==> src/rtl/pipe_stage_reg_pkg.sv <==
// Shared types and constants for the pipeline stage register and its skid stages.
package pipe_stage_reg_pkg;

  typedef enum logic [1:0] {
    StEmpty,
    StHalf,
    StFull
  } stage_state_e;

  // Bit positions of the control bits carried alongside the payload.
  localparam int unsigned CtrlMemRead  = 0;
  localparam int unsigned CtrlMemWrite = 1;
  localparam int unsigned CtrlBranch   = 2;
  localparam int unsigned CtrlRegWrite = 3;
  localparam int unsigned CtrlMemToReg = 4;
  localparam int unsigned CtrlZero     = 5;

endpackage

==> src/rtl/pipe_skid_stage.sv <==
// One 2-entry skid buffer stage (main + skid register) with a registered in_ready.
// State updates on the falling clock edge; ctrl bits of any empty slot are held at zero.
module pipe_skid_stage
  import pipe_stage_reg_pkg::*;
#(
  parameter int unsigned DATA_W = 32,
  parameter int unsigned CTRL_W = 8
) (
  input  logic                     clk,
  input  logic                     rst_n,
  input  logic                     flush,
  input  logic                     in_valid,
  output logic                     in_ready,
  input  logic [DATA_W+CTRL_W-1:0] in_pld,
  output logic                     out_valid,
  input  logic                     out_ready,
  output logic [DATA_W+CTRL_W-1:0] out_pld
);

  localparam int unsigned PldW = DATA_W + CTRL_W;

  stage_state_e    state_q, state_d;
  logic [PldW-1:0] main_q, main_d;
  logic [PldW-1:0] skid_q, skid_d;
  logic            in_ready_q, in_ready_d;
  logic            push, pop;

  // Payload layout is {ctrl, data}; data may stay stale, ctrl must not.
  function automatic logic [PldW-1:0] kill_ctrl(input logic [PldW-1:0] p);
    return {{CTRL_W{1'b0}}, p[DATA_W-1:0]};
  endfunction

  always_comb begin
    state_d = state_q;
    main_d  = main_q;
    skid_d  = skid_q;
    push    = in_valid & in_ready_q;
    pop     = (state_q != StEmpty) & out_ready;
    if (flush) begin
      state_d = StEmpty;
      main_d  = kill_ctrl(main_q);
      skid_d  = kill_ctrl(skid_q);
    end else begin
      unique case (state_q)
        StEmpty: begin
          if (push) begin
            main_d  = in_pld;
            state_d = StHalf;
          end
        end
        StHalf: begin
          if (push && pop) begin
            main_d = in_pld;
          end else if (push) begin
            skid_d  = in_pld;
            state_d = StFull;
          end else if (pop) begin
            main_d  = kill_ctrl(main_q);
            state_d = StEmpty;
          end
        end
        StFull: begin
          if (pop) begin
            main_d  = skid_q;
            skid_d  = kill_ctrl(skid_q);
            state_d = StHalf;
          end
        end
        default: state_d = StEmpty;
      endcase
    end
    in_ready_d = (state_d != StFull);
  end

  always_ff @(negedge clk) begin
    if (!rst_n) begin
      state_q    <= StEmpty;
      main_q     <= '0;
      skid_q     <= '0;
      in_ready_q <= 1'b0;
    end else begin
      state_q    <= state_d;
      main_q     <= main_d;
      skid_q     <= skid_d;
      in_ready_q <= in_ready_d;
    end
  end

  assign in_ready  = in_ready_q;
  assign out_valid = (state_q != StEmpty);
  assign out_pld   = main_q;

endmodule

==> src/rtl/pipe_stage_reg.sv <==
// Elastic pipeline register: DEPTH chained skid stages plus an occupancy counter.
module pipe_stage_reg
  import pipe_stage_reg_pkg::*;
#(
  parameter int unsigned DATA_W = 32,
  parameter int unsigned CTRL_W = 8,
  parameter int unsigned DEPTH  = 1
) (
  input  logic                           clk,
  input  logic                           rst_n,
  input  logic                           flush,
  input  logic                           in_valid,
  output logic                           in_ready,
  input  logic [DATA_W-1:0]              in_data,
  input  logic [CTRL_W-1:0]              in_ctrl,
  output logic                           out_valid,
  input  logic                           out_ready,
  output logic [DATA_W-1:0]              out_data,
  output logic [CTRL_W-1:0]              out_ctrl,
  output logic [$clog2(2*DEPTH+1)-1:0]   occupancy
);

  localparam int unsigned PldW = DATA_W + CTRL_W;
  localparam int unsigned OccW = $clog2(2*DEPTH+1);

  logic [DEPTH:0]  vld;
  logic [DEPTH:0]  rdy;
  logic [PldW-1:0] pld [DEPTH+1];

  assign vld[0]     = in_valid;
  assign pld[0]     = {in_ctrl, in_data};
  assign rdy[DEPTH] = out_ready;

  for (genvar i = 0; i < DEPTH; i++) begin : g_stage
    pipe_skid_stage #(
      .DATA_W(DATA_W),
      .CTRL_W(CTRL_W)
    ) u_stage (
      .clk      (clk),
      .rst_n    (rst_n),
      .flush    (flush),
      .in_valid (vld[i]),
      .in_ready (rdy[i]),
      .in_pld   (pld[i]),
      .out_valid(vld[i+1]),
      .out_ready(rdy[i+1]),
      .out_pld  (pld[i+1])
    );
  end

  assign in_ready  = rdy[0];
  assign out_valid = vld[DEPTH];
  assign out_data  = pld[DEPTH][DATA_W-1:0];
  assign out_ctrl  = pld[DEPTH][PldW-1:DATA_W];

  logic [OccW-1:0] occ_q, occ_d;
  logic            accept, xfer;

  assign accept = in_valid & rdy[0];
  assign xfer   = vld[DEPTH] & out_ready;

  // Internal stage-to-stage moves never change the total, only the block boundary does.
  always_comb begin
    occ_d = occ_q;
    if (flush) begin
      occ_d = '0;
    end else if (accept && !xfer) begin
      occ_d = occ_q + OccW'(1);
    end else if (!accept && xfer) begin
      occ_d = occ_q - OccW'(1);
    end
  end

  always_ff @(negedge clk) begin
    if (!rst_n) begin
      occ_q <= '0;
    end else begin
      occ_q <= occ_d;
    end
  end

  assign occupancy = occ_q;

endmodule

==> config.mk <==
export PLATFORM = sky130hd
export DESIGN_NAME = pipe_stage_reg
export DESIGN_NICKNAME = d
export VERILOG_FILES = /design/src/rtl/pipe_stage_reg_pkg.sv /design/src/rtl/pipe_skid_stage.sv /design/src/rtl/pipe_stage_reg.sv
export SDC_FILE = /design/constraint.sdc
export NUM_CORES = 1
export LEC_CHECK = 0
export ABC_AREA = 1
export CAP_MARGIN = 20
export CORE_AREA = 5 5 126 128
export DETAILED_ROUTE_END_ITERATION = 10
export DIE_AREA = 0 0 131 133
export PLACE_DENSITY = 0.61
export SLEW_MARGIN = 15
export SYNTH_ARGS = -nofsm -noshare
export SYNTH_HDL_FRONTEND = slang
export SYNTH_SLANG_ARGS = --single-unit
==> constraint.sdc <==
create_clock -name clk -period 2.3 [get_ports clk]
set_clock_uncertainty 0.15 [all_clocks]
set_input_delay 0.23 -clock clk [delete_from_list [all_inputs] [get_ports clk]]
set_output_delay 0.23 -clock clk [all_outputs]
set_load 0.02 [all_outputs]
; Word-level counts from Yosys, hierarchy flattened
; Cells that the tools add are included.
[op_classes]
n_mux = 17
n_eq_ne = 10
bitwise = 6
addsub = 2
n_reduce_logical = 15
[ops]
columns = op, count
row1 = 40-bit two-way mux, 6
row2 = 40-bit one-hot mux with 3 select lines, 1
row3 = 40-bit one-hot mux with 2 select lines, 1
row4 = 2-bit two-way mux, 8
row5 = 5-bit AND reduction, 3
row6 = 2-bit inequality test (second input constant), 5
row7 = 3-bit by 2-bit inequality test with 1-bit output (second input constant), 2
row8 = 2-bit one-hot mux with 3 select lines, 1
row9 = 2-bit nonzero test, 3
row10 = 1-bit NOT, 4
row11 = 4-bit AND reduction, 1
row12 = 1-bit logical AND, 3
row13 = 3-bit nonzero test, 1
row14 = 2-bit by 1-bit adder with 2-bit output (second input constant), 1
row15 = 1-bit bitwise AND, 2
row16 = 2-bit by 1-bit == test with 1-bit output (second input constant), 1
row17 = 2-bit == test (second input constant), 1
row18 = 1-bit logical NOT, 2
row19 = 2-bit logical NOT, 1
row20 = 2-bit by 1-bit inequality test with 1-bit output (second input constant), 1
row21 = 2-bit OR reduction, 1
row22 = 2-bit by 1-bit subtractor with 2-bit output (second input constant), 1
[totals]
word_cells = 57
output_inout_bits = 44
register_bits = 85

; Depth between registers and ports, before layout
[logic_depth]
ltp_word = 8
depth_mapped = 11
depth_no_buf = 11

; Hierarchy
; A second synthesis with hierarchy kept.
[hier_totals]
cells_unflattened = 707
hier_area_um2 = 4346.7
[modules_own_cells]
columns = module, area_each_um2, cells_each, instances
row1 = pipe_skid_stage, 4210.3, 685, 1
row2 = pipe_stage_reg, 136.4, 22, 1

==> reports/summary.txt <==
worst hold margin: 0.306 ns
worst-margin pin slew: 0.287 ns
number of vias after detailed routing: 4767
min-delay worst type: reg2reg
number of max-slew violations in the final report: 0
capturing instance or port of the critical path: out_valid
number of nets in the layout: 947
Gate Count Post-Synth: 681
synthesis-to-finish area growth: 56.4%
number of maximum-capacitance violations: 0
Setup Slack @ Placement: -0.833 ns
reg-to-reg critical path endpoint: g_stage[0].u_stage.out_pld[16]$_SDFFE_NN0P_
Worst setup SP type: flip-flop
grt total ovfl: 0
number of endpoints failing setup at the final stage: 44
initial core utilization: 29.0%
path length in cells of the critical path: 4
peak fanout along the critical path: 2
normalized max-slew margin: 80.8%
maximum VDD drop: 0.335 mV
final estimated routing congestion in global placement: 0.847
Antenna Nets Post-Route: 0
die area: 0.0174 mm²
Distinct cells, synth: 21
number of nets in the synthesized netlist: 732
H-Tree Level Count: 3
power per cell area: 664 mW/mm²
worst endpoint required time: 1.92 ns
core area: 0.0148 mm²
maximum count of clock buffers along a single path: 2
Hold Fails Final Rpt: 0
input/output buffers: 88
clock tree from TritonCTS: done
crit path buf inv count: 3
Static Leakage: 3.37 nW
initial antenna violation count: 0
post-route non-filler standard cell count: 1089
commonest cells in the synthesized netlist: 179 x sky130_fd_sc_hd__nand2_1, 137 x sky130_fd_sc_hd__nor2_1, 91 x sky130_fd_sc_hd__inv_1
failing checks: negative setup slack
antenna fix cells: 0
total clock sinks: 85
depth of the worst register-to-register path: 11
Ports: 89
arrival time of data at the critical path endpoint: 2.24 ns
cell taking the most area after synthesis: sky130_fd_sc_hd__dfxtp_1
clock root buffer: sky130_fd_sc_hd__clkbuf_16
Post-synth EDFFs: 0
insertion delay of the later-clocked pin in the worst-skew pair: 0.40 ns
register-to-register setup slack: 0.35 ns
most area-consuming cells after synthesis: sky130_fd_sc_hd__dfxtp_1 40%, sky130_fd_sc_hd__nand2_1 16%, sky130_fd_sc_hd__nor2_1 12%
average wire per cell in the routed design: 11.9 µm
post-detailed-routing wire length: 12900 µm
Worst Setup Slack, final: -0.319 ns
setup repair after global routing missed its margin: yes
row cnt: 45
critical register-to-register path startpoint: g_stage[0].u_stage.state_q[0]$_SDFF_NN0_
Setup crit start: g_stage[0].u_stage.state_q[0]$_SDFF_NN0_
Mapped Avg Cell Area: 6.27 µm²
Vert. Die Dim: 133 µm
CTS buffer count: 9
cell type group with the largest total delay on the critical path: flip-flops
Clk pin slew, worst setup/hold paths: 0.04 ns
Warnings, synthesis: 0
sum of negative setup slack: -3.19 ns
netlist area before placement: 0.00427 mm²
half-perimeter wire length after detailed placement: 8550 µm
wire length of the first global-routing pass: 21100 µm
x dimension of the die: 131 µm
run status: complete, but fails checks
fraction of final layout cells sized beyond drive strength 1: 22.5%
maximum number of pins on one net before global-route repair: 35
most common cell in the synthesized netlist: sky130_fd_sc_hd__nand2_1
hold buffer count at cts: 0
sequential area share after synthesis: 39.8%
CP Class: reg2out
drc violations: 0
flops & latches, synth: 85
fraction of post-synthesis cell area in the top cell type by area: 39.8%
final core utilization: 45.3%
biggest cell delay along the critical path: 0.32 ns
drt pass-1 iters: 5
count of placed standard cells including taps: 970
number of global-route vias before repair: 4767
share of synthesized flip-flops with an asynchronous set or reset: 0%
post-detailed-route via-to-cell ratio: 4.38
primary flip-flop cell chosen by synthesis mapping: sky130_fd_sc_hd__dfxtp_1
cell-by-cell trace of the critical path: inv_2 > ha_4 > inv_4 > buf_6
type of destination of the critical path: output pin
Overall Global Routing Usage: 14.9%
Iter 0 DRT Violations: 242
crit path max-delay cell type: sky130_fd_sc_hd__dfxtp_2
-- final cells by class --
class	instances	area, µm²
repair buffers	155	1590
well taps	188	235
fillers	1549	8070
multi-input cells	463	2100
flip-flops and latches	85	1760
clock inverters	92	403
clock buffers	9	225
inverters	97	368
-- tightest hold or removal path, stage by stage (launching register included) --
cell and delay, ns:
sky130_fd_sc_hd__dfxtp_1 0.30, sky130_fd_sc_hd__nand2_1 0.06, sky130_fd_sc_hd__a21oi_1 0.05
-- layout by cell type (no fill, tap or decap), types with 3 or more instances in the layout --
cell type,n
sky130_fd_sc_hd__nand2_1,175
sky130_fd_sc_hd__inv_1,172
sky130_fd_sc_hd__nor2_1,135
sky130_fd_sc_hd__nand3_1,69
sky130_fd_sc_hd__buf_4,54
sky130_fd_sc_hd__buf_6,48
sky130_fd_sc_hd__dfxtp_2,45
sky130_fd_sc_hd__a21oi_1,42
sky130_fd_sc_hd__dfxtp_1,40
sky130_fd_sc_hd__clkdlybuf4s50_1,40
sky130_fd_sc_hd__nand4_1,16
sky130_fd_sc_hd__clkbuf_16,10
sky130_fd_sc_hd__buf_12,9
sky130_fd_sc_hd__inv_2,7
sky130_fd_sc_hd__nor2_4,5
sky130_fd_sc_hd__ha_1,5
sky130_fd_sc_hd__nand2_4,4
sky130_fd_sc_hd__nand2_2,4
sky130_fd_sc_hd__clkinv_4,3
-- routing by layer --
| metal | track usage, % | vias to the layer above | share of wire, % |
|---|---|---|---|
| li1 | - | 2506 | - |
| met1 | 18.1 | 2139 | 47 |
| met2 | 23.1 | 106 | 47 |
| met3 | 4.56 | 16 | 4.3 |
| met4 | 8.46 | 0 | 1.8 |
| met5 | 0 | - | 0 |
-- worst min-delay path by stage --
stage | startpoint | endpoint | slack, ns | cells after the start
floorplan | g_stage[0].u_stage.skid_q[32]$_SDFFE_NP0P_ | g_stage[0].u_stage.skid_q[32]$_SDFFE_NP0P_ | 0.29 | 2
CTS | g_stage[0].u_stage.skid_q[36]$_SDFFE_NP0P_ | g_stage[0].u_stage.skid_q[36]$_SDFFE_NP0P_ | 0.31 | 2
global placement | g_stage[0].u_stage.skid_q[36]$_SDFFE_NP0P_ | g_stage[0].u_stage.skid_q[36]$_SDFFE_NP0P_ | 0.30 | 2
global route | g_stage[0].u_stage.skid_q[2]$_SDFFE_NN0P_ | g_stage[0].u_stage.skid_q[2]$_SDFFE_NN0P_ | 0.33 | 2
finish | g_stage[0].u_stage.skid_q[36]$_SDFFE_NP0P_ | g_stage[0].u_stage.skid_q[36]$_SDFFE_NP0P_ | 0.31 | 2
detailed placement | g_stage[0].u_stage.skid_q[36]$_SDFFE_NP0P_ | g_stage[0].u_stage.skid_q[36]$_SDFFE_NP0P_ | 0.30 | 2
-- metrics by stage --
step / power, W / instance area, µm²
floorplan: 0.00219 / 4350
global placement: 0.00251 / 5740
detailed placement: 0.00251 / 5740
CTS: 0.00450 / 6550
global route: 0.00476 / 6680
finish: 0.00443 / 6680
-- flip-flops by register name, summed over array words and instances, names as in the netlist --
name and cells:
g_stage.u_stage.in_ready 1, g_stage.u_stage.out_pld 40, g_stage.u_stage.skid_q 40, g_stage.u_stage.state_q 2, occupancy 2
-- repair_timing --
item,4_1_cts,5_1_grt
setup endpoints to repair,129,77
gates resized for setup,325,12
cloned,1,1
pin swaps,6,7
buffers inserted,9,11
endpoints found under the hold margin,0,0
-- kinds of logic (layout without fill, tap and decap cells) --
kind of cell	after synthesis	count (layout)	synth area share [%]
buffers and inverters	133	353	12.9
XOR/XNOR	1	1	0.205
flip-flops	85	85	39.8
AO/OA/AOI/OAI	45	45	5.36
adder cells (fa/ha/maj)	6	6	1.76
AND/OR/NAND/NOR	411	411	40.0
-- power breakdown --
group / leakage (nW) / switching [W] / total (W) / internal (W)
logic: 2.06 / 0.000372 / 0.000746 / 0.000373
registers: 0.709 / 0.0000423 / 0.00160 / 0.00156
clock network: 0.602 / 0.00103 / 0.00209 / 0.00106
Power figures use the tool's default switching activity.
